`src/rtl/pipeline_hazard_ctrl.sv`:
```
// pipeline_hazard_ctrl: stall/flush scheduler for the 5-stage pipeline.
// Inputs: Clk, Reset (sync, active-high), IF/ID register fields, ID/EX load
//   info, EX/MEM mem-op/branch info, mem_ack from data memory.
// Outputs: PCWrite/PCSrc, per-stage Write/Flush/Bubble, mem_req,
//   sticky mem_err, stall_cnt/flush_cnt statistics.
// Statistics counters are built only with `define PIPE_HAZARD_STATS_EN.
module pipeline_hazard_ctrl #(
    parameter int MEM_TIMEOUT = 16,
    parameter int CNT_W       = 32
) (
    input  logic             Clk,
    input  logic             Reset,
    input  logic [4:0]       IFID_rs,
    input  logic [4:0]       IFID_rt,
    input  logic             IFID_uses_rt,
    input  logic             IDEX_MemRead,
    input  logic [4:0]       IDEX_rt,
    input  logic             EXMEM_MemRead,
    input  logic             EXMEM_MemWrite,
    input  logic             EXMEM_Branch,
    input  logic             EXMEM_Zero,
    input  logic             mem_ack,
    output logic             PCWrite,
    output logic             PCSrc,
    output logic             IFID_Write,
    output logic             IFID_Flush,
    output logic             IDEX_Write,
    output logic             IDEX_Bubble,
    output logic             EXMEM_Write,
    output logic             EXMEM_Bubble,
    output logic             MEMWB_Bubble,
    output logic             mem_req,
    output logic             mem_err,
    output logic [CNT_W-1:0] stall_cnt,
    output logic [CNT_W-1:0] flush_cnt
);

    typedef enum logic [0:0] {
        RUN      = 1'b0,
        MEM_WAIT = 1'b1
    } state_e;

    localparam logic [7:0] TLAST = 8'(MEM_TIMEOUT - 1);

    state_e     state_q, state_d;
    logic [7:0] tcnt_q, tcnt_d;
    logic       err_q, err_d;

    logic taken;
    logic load_use;

    assign taken = EXMEM_Branch & EXMEM_Zero;

    assign load_use = IDEX_MemRead && (IDEX_rt != 5'd0) &&
                      ((IDEX_rt == IFID_rs) ||
                       (IFID_uses_rt && (IDEX_rt == IFID_rt)));

    assign mem_err = err_q;

    always_comb begin
        PCWrite      = 1'b1;
        PCSrc        = 1'b0;
        IFID_Write   = 1'b1;
        IFID_Flush   = 1'b0;
        IDEX_Write   = 1'b1;
        IDEX_Bubble  = 1'b0;
        EXMEM_Write  = 1'b1;
        EXMEM_Bubble = 1'b0;
        MEMWB_Bubble = 1'b0;
        mem_req      = 1'b0;
        state_d      = state_q;
        tcnt_d       = tcnt_q;
        err_d        = err_q;

        if (Reset) begin
            PCWrite      = 1'b0;
            IFID_Write   = 1'b0;
            IDEX_Write   = 1'b0;
            EXMEM_Write  = 1'b0;
            IFID_Flush   = 1'b1;
            IDEX_Bubble  = 1'b1;
            EXMEM_Bubble = 1'b1;
            MEMWB_Bubble = 1'b1;
            state_d      = RUN;
            tcnt_d       = 8'd0;
            err_d        = 1'b0;
        end else begin
            unique case (state_q)
                RUN: begin
                    mem_req = EXMEM_MemRead | EXMEM_MemWrite;
                    if (mem_req && !mem_ack) begin
                        // Memory not ready: hold every stage, drain MEM/WB.
                        PCWrite      = 1'b0;
                        IFID_Write   = 1'b0;
                        IDEX_Write   = 1'b0;
                        EXMEM_Write  = 1'b0;
                        MEMWB_Bubble = 1'b1;
                        state_d      = MEM_WAIT;
                        tcnt_d       = 8'd0;
                    end else if (taken) begin
                        // Taken branch wins over a coincident load-use stall.
                        PCSrc        = 1'b1;
                        IFID_Flush   = 1'b1;
                        IDEX_Bubble  = 1'b1;
                        EXMEM_Bubble = 1'b1;
                    end else if (load_use) begin
                        PCWrite     = 1'b0;
                        IFID_Write  = 1'b0;
                        IDEX_Bubble = 1'b1;
                    end
                end
                MEM_WAIT: begin
                    mem_req = 1'b1;
                    if (mem_ack) begin
                        state_d = RUN;
                    end else if (tcnt_q == TLAST) begin
                        // Abort: let stages advance, kill the access.
                        err_d        = 1'b1;
                        MEMWB_Bubble = 1'b1;
                        EXMEM_Bubble = 1'b1;
                        state_d      = RUN;
                    end else begin
                        PCWrite      = 1'b0;
                        IFID_Write   = 1'b0;
                        IDEX_Write   = 1'b0;
                        EXMEM_Write  = 1'b0;
                        MEMWB_Bubble = 1'b1;
                        tcnt_d       = tcnt_q + 8'd1;
                    end
                end
                default: begin
                    state_d = RUN;
                end
            endcase
        end
    end

    always_ff @(posedge Clk) begin
        if (Reset) begin
            state_q <= RUN;
            tcnt_q  <= 8'd0;
            err_q   <= 1'b0;
        end else begin
            state_q <= state_d;
            tcnt_q  <= tcnt_d;
            err_q   <= err_d;
        end
    end

`ifdef PIPE_HAZARD_STATS_EN
    logic [CNT_W-1:0] stall_q, stall_d;
    logic [CNT_W-1:0] flush_q, flush_d;

    // PCSrc is only ever raised by a taken-branch flush outside reset.
    always_comb begin
        stall_d = stall_q;
        flush_d = flush_q;
        if (!Reset && !PCWrite && (stall_q != '1)) begin
            stall_d = stall_q + 1'b1;
        end
        if (!Reset && PCSrc && (flush_q != '1)) begin
            flush_d = flush_q + 1'b1;
        end
    end

    always_ff @(posedge Clk) begin
        if (Reset) begin
            stall_q <= '0;
            flush_q <= '0;
        end else begin
            stall_q <= stall_d;
            flush_q <= flush_d;
        end
    end

    assign stall_cnt = stall_q;
    assign flush_cnt = flush_q;
`else
    assign stall_cnt = '0;
    assign flush_cnt = '0;
`endif

endmodule

```
`config.mk`:
```
export PLATFORM = sky130hd
export DESIGN_NAME = pipeline_hazard_ctrl
export DESIGN_NICKNAME = d
export VERILOG_FILES = /design/src/rtl/pipeline_hazard_ctrl.sv
export SDC_FILE = /design/constraint.sdc
export NUM_CORES = 1
export LEC_CHECK = 0
export CORE_AREA = 2 2 45 88
export CTS_BUF_LIST = sky130_fd_sc_hd__clkbuf_16
export CTS_CLUSTER_DIAMETER = 30
export CTS_CLUSTER_SIZE = 12
export DETAILED_ROUTE_END_ITERATION = 8
export DIE_AREA = 0 0 47 90
export PLACE_DENSITY = 0.85
export SLEW_MARGIN = 10
export SYNTH_ARGS = -nofsm -noshare
export SYNTH_HDL_FRONTEND = slang
export SYNTH_SLANG_ARGS = --single-unit
```
`constraint.sdc`:
```
create_clock -name Clk -period 3.7 [get_ports Clk]
set_input_delay 0.37 -clock Clk [delete_from_list [all_inputs] [get_ports Clk]]
set_output_delay 0.37 -clock Clk [all_outputs]
set_load 0.005 [all_outputs]
```
== Yosys cells after proc, flatten, opt, wreduce, memory -nomap -nowiden ==
Cells that the tools add are included.

* $add $sub $neg: 1
* Equal/unequal tests: 6
* Multiplexer cells: 36
* Bitwise gates (word level): 4
* Reduce and logical (&&, ||, !) cells: 9

{| class="wikitable"
|+ Operators with widths
! operator !! count
|-
| 1-bit 2-to-1 mux || 26
|-
| 8-bit 2-to-1 mux || 3
|-
| 8-bit case mux with 2 select lines || 1
|-
| 1-bit case mux with 2 select lines || 6
|-
| 5-bit equality test || 2
|-
| 8-bit by 1-bit adder with 8-bit output, second input constant || 1
|-
| 8-bit by 4-bit equality test with 1-bit output, second input constant || 1
|-
| 2-bit inequality test, second input constant || 3
|-
| 3-bit AND reduction || 2
|-
| 5-bit nonzero test || 1
|-
| 1-bit logical AND || 4
|-
| 1-bit inverter || 2
|-
| 1-bit AND || 1
|-
| 1-bit logical NOT || 1
|-
| 1-bit logical OR || 1
|-
| 1-bit OR || 1
|}

* Register bits: 10
* Input port bits: 24

== Depth between registers and ports, before layout ==
* Depth after elaboration: 9
* Gate-level depth with buffers: 6
* Gate-level depth less buffers: 5

== Worst setup path after synthesis ==
OpenSTA, ideal clock, no wires.

* Path type: reg-to-output
* Start: reg tcnt_q[0]
* End: out PCWrite
* Arrival time: 1388 ps
* Data required time: 3330 ps
* Slack: 1942 ps
* Cell stages (with the launch flop): 7
* Cells stage by stage: dfxtp_1 -> ha_1 -> and3_1 -> nand3_1 -> a21oi_1 -> o31a_1 -> buf_4

* Cells in the longest elaborated chain, start to end: 5

{| class="wikitable"
|+ Ends and longest elaborated chain
! item !! line !! RTL
|-
| start: declaration || 46 || <nowiki>logic [7:0] tcnt_q, tcnt_d;</nowiki>
|-
| start signal: assignment || 145 || <nowiki>tcnt_q <= tcnt_d;</nowiki>
|-
| 8-bit by 4-bit equality test with 1-bit output || 116 || <nowiki>end else if (tcnt_q == TLAST) begin</nowiki>
|-
| 1-bit 2-to-1 mux (2 in a row) || n/a ||
|-
| 1-bit case mux with 2 select lines || n/a ||
|-
| 1-bit 2-to-1 mux || n/a ||
|-
| end: declaration || 23 || <nowiki>output logic PCWrite,</nowiki>
|}

No other way between the ends.

== Worst setup path in the final report ==
* Start: in IDEX_rt[0]
* End: out IDEX_Bubble

* Cells in the longest elaborated chain, start to end: 9
* Elaborated cells on any way between the ends: 12

{| class="wikitable"
|+ Ends and longest elaborated chain
! item !! line !! RTL
|-
| start: declaration || 17 || <nowiki>input logic [4:0] IDEX_rt,</nowiki>
|-
| 5-bit equality test || 56 || <nowiki>(IFID_uses_rt && (IDEX_rt == IFID_rt)));</nowiki>
|-
| 1-bit logical AND || 56 ||
|-
| 1-bit logical OR || 55 || <nowiki>((IDEX_rt == IFID_rs) ||</nowiki>
|-
| 1-bit logical AND (*) || 54 || <nowiki>assign load_use = IDEX_MemRead && (IDEX_rt != 5'd0) &&</nowiki>
|-
| 1-bit 2-to-1 mux (*) || 106 || <nowiki>end else if (load_use) begin</nowiki>
|-
| 1-bit 2-to-1 mux (*) || 100 || <nowiki>end else if (taken) begin</nowiki>
|-
| 1-bit 2-to-1 mux (*) || 91 || <nowiki>if (mem_req && !mem_ack) begin</nowiki>
|-
| 1-bit 2-to-1 mux (*) || 88 || <nowiki>unique case (state_q)</nowiki>
|-
| 1-bit 2-to-1 mux (*) || 75 || <nowiki>if (Reset) begin</nowiki>
|-
| end: declaration || 28 || <nowiki>output logic IDEX_Bubble,</nowiki>
|}

Mark *: on every way between the ends. The rest lies on a longest branch, timed or not.

==> results.py <==
metrics = {
    "clock_tree": {
        "numCtsBuffers": 3,
        "cts_max_path_buffers": 2,
        "htree_levels": 1,
        "post_cts_resized": 0,
        "clk_latency_ns": 0.24,
        "cts_tree": "done",
        "cts-root-buf": "clkbuf_16",
        "post_cts_buffers": 0,
        "hold_buffers": 0,
        "path_clk_slew_ns": 0.04,
        "cts_sinks": 10,
    },
    "timing": {
        "slew_violations": 0,
        "fin_crit_sh_pct": 74.9,
        "rsz0062_at_grt": "no",
        "setup_viol": 0,
        "fin_worst_hold_slack_ns": 0.479,
        "skew_ns": 0.00245,
        "hold_violations": 0,
        "fin_setup_tns_ns": 0,
        "min_period_ns": 2.77,
        "timing.fmax_ghz": 0.361,
    },
    "drt": {
        "drt_iter0_drc": 22,
        "drtAntennaViolNets": 0,
        "routed_wl_um": 2440,
        "drc": 0,
        "drt-vias-per-instance": 4.30,
        "vias": 1011,
        "dr.pass1.iters": 4,
        "wire_per_inst_um": 10.4,
    },
    "die": {
        "start_util_pct": 34.1,
        "core_um2": 3570,
        "rows": 31,
        "chipHeight_um": 90,
        "dieArea_um2": 4230,
        "floorplan.io_pins": 99,
        "dieWidth_um": 47,
    },
    "power_and_ir_drop": {
        "p_per_area_nw_per_um2": 281,
        "p_total_uw": 395,
        "vdd_drop_max_mv": 0.212,
        "leakage_uw": 0.000600,
    },
    "synthesis": {
        "synth_top_family_by_area": "buffers and inverters",
        "synthMuxAreaShare_pct": 0,
        "ys_async_sr_fraction_pct": 0,
        "synth-adder-area-share_pct": 1.03,
        "synth_warnings": 0,
        "synth_compound_area_share_pct": 12.8,
        "avgSynthCellArea_um2": 7.85,
        "synth_top_area_share_pct": 42.0,
        "synthDistinctLibCells": 32,
        "yosysTopAreaCell": "buf_4",
        "synth-xor-area-share_pct": 7.92,
        "yosys.area_share.simple_pct": 17.3,
        "ys_ff_latch": 10,
        "synthCells": 155,
        "seq_area_frac_synth_pct": 16.5,
        "synth-edff-count": 0,
        "synth_top_flop_cell": "dfxtp_1",
        "synth_area_um2": 1220,
        "yosys-top-cells-area": "buf_4 42%, dfxtp_1 16%, xor2_1 6.5%, or4_1 3.7%, a21oi_1 3.3%",
    },
    "placement": {
        "portBuffers": 34,
        "place_inst": 231,
        "gp_congestion": 0.855,
        "dpl.hpwl_um": 2070,
    },
    "worst_setup_path": {
        "path_cells": "clkdlybuf4s50_1 -> xor2_1 -> nor4_1 -> a32oi_1 -> o41ai_1 -> clkdlybuf4s50_1",
        "critPathRequiredTime_ns": 3.33,
        "crit_path_max_fanout": 3,
        "crit_top_cell": "clkdlybuf4s50_1",
        "crit_type": "in -> out",
        "cp_num_cells": 6,
        "path_buf_inv": 2,
        "crit_path_end_kind": "primary output",
        "start_kind": "input port",
        "crit_slowest_cell": "clkdlybuf4s50_1",
        "worstPathArrival_ns": 2.40,
        "max_stage_delay_ns": 0.56,
        "cp_top_family": "buffers and inverters",
        "rr_worst_depth": 5,
    },
    "global_route": {
        "antenna_found_initial": 0,
        "grt_pass1_vias": 918,
        "grt_max_degree": 15,
        "grt_pass1_wl_um": 3630,
        "grt_overflow": 0,
        "gr-usage-all-layers_pct": 12.2,
    },
    "run_status": {
        "outcome": "finished clean",
    },
    "final_layout": {
        "nets": 212,
        "diodes": 0,
        "area_delta_synth_final_pct": 15.6,
        "drive_gt1_share_pct": 4.30,
        "fillers": 386,
        "finalNonFillerCells": 235,
    },
    "flow_run": {
        "cap_violations": 0,
    },
    "hold_path": {
        "hp-class": "reg -> reg",
        "hold_depth": 1,
    },
}
-- report_power, final --
| part | switching, µW | total, µW | leakage, µW | internal [µW] |
|---|---|---|---|---|
| logic | 44.3 | 89.0 | 0.000480 | 44.6 |
| clock network | 52.5 | 194 | 0.0000385 | 142 |
| registers | 2.07 | 111 | 0.0000808 | 109 |
-- flip-flops by register name (all words and copies together), names as in the netlist --
register / flops
tcnt_q: 8
mem_err: 1
state_q: 1
-- worst reg2reg max path, stage by stage, from the launching register on --
cell and delay (ns):
dfxtp_1 0.32, ha_1 0.25, and3_1 0.20, and3_2 0.28, or4_1 0.51, a21oi_1 0.15
-- metal layers --
| metal | global-route usage, % | vias up | routed length, µm |
|---|---|---|---|
| met3 | 3.82 | 10 | 296 |
| met1 | 9.12 | 451 | 685 |
| met2 | 21.6 | 88 | 1360 |
| met4 | 10.6 | 0 | 106 |
| met5 | 0 | - | 0 |
| li1 | - | 462 | - |
-- worst paths after layout --
check / start / to / slack, ns
max: IDEX_rt[0] / IDEX_Bubble / 0.93
min: mem_err / mem_err / 0.48
max reg2reg: tcnt_q[0] / tcnt_q[7] / 1.91
min reg2reg: mem_err / mem_err / 0.48
-- kinds of logic after synthesis --
kind of cell               after synthesis
buffers and inverters                   73
and+or+nand+nor                         35
AOI/OAI and AO/OA                       24
xor gates and xnor gates                11
DFF                                     10
adders and majority gates                1
other                                    1
-- synthesized netlist by cell type (2+ instances only) --
master / instances
a21oi_1: 8
or4_1: 6
o21ai_0: 5
nand3_1: 4
nor4_1: 4
buf_4: 68
o21ba_2: 2
o31ai_1: 4
nand4_1: 2
nand2_1: 4
nor3_1: 2
xor2_1: 9
xnor2_1: 2
nor2_1: 6
dfxtp_1: 10
inv_1: 3
-- placed cells by master, fill, tap and decap left out, drive strengths merged, types with 3 or more instances in the layout --
| master | Yosys | final |
|---|---|---|
| a21oi | 8 | 8 |
| clkbuf | 1 | 3 |
| clkdlybuf4s50 | 0 | 34 |
| conb | 1 | 64 |
| dfxtp | 10 | 10 |
| inv | 3 | 3 |
| nand2 | 4 | 4 |
| nand3 | 4 | 4 |
| nor2 | 6 | 6 |
| nor3 | 3 | 3 |
| nor4 | 4 | 4 |
| o21ai | 5 | 5 |
| o31ai | 4 | 4 |
| or4 | 6 | 6 |
| xor2 | 9 | 9 |
-- stage by stage --
step                util (%)  setup slack (ns)  instance area (µm²)
floorplan                  -              1.94                 1450
global placement        37.2             0.994                 1330
detailed placement      37.2             0.948                 1330
CTS                     39.4             0.917                 1410
global route            39.4             0.874                 1410
finish                  39.4             0.929                 1410
-- area by class of cell --
class	count	area [µm²]	area share, %
multi-input combinational	135	714	50.8
timing repair buffer	34	340	24.2
sequential	10	200	14.2
clock buffer	3	75.1	5.34
tap	49	61.3	4.36
inverter	3	11.3	0.801
clock inverter	1	3.75	0.267
Note: power is estimated with default switching activity, not from simulation.
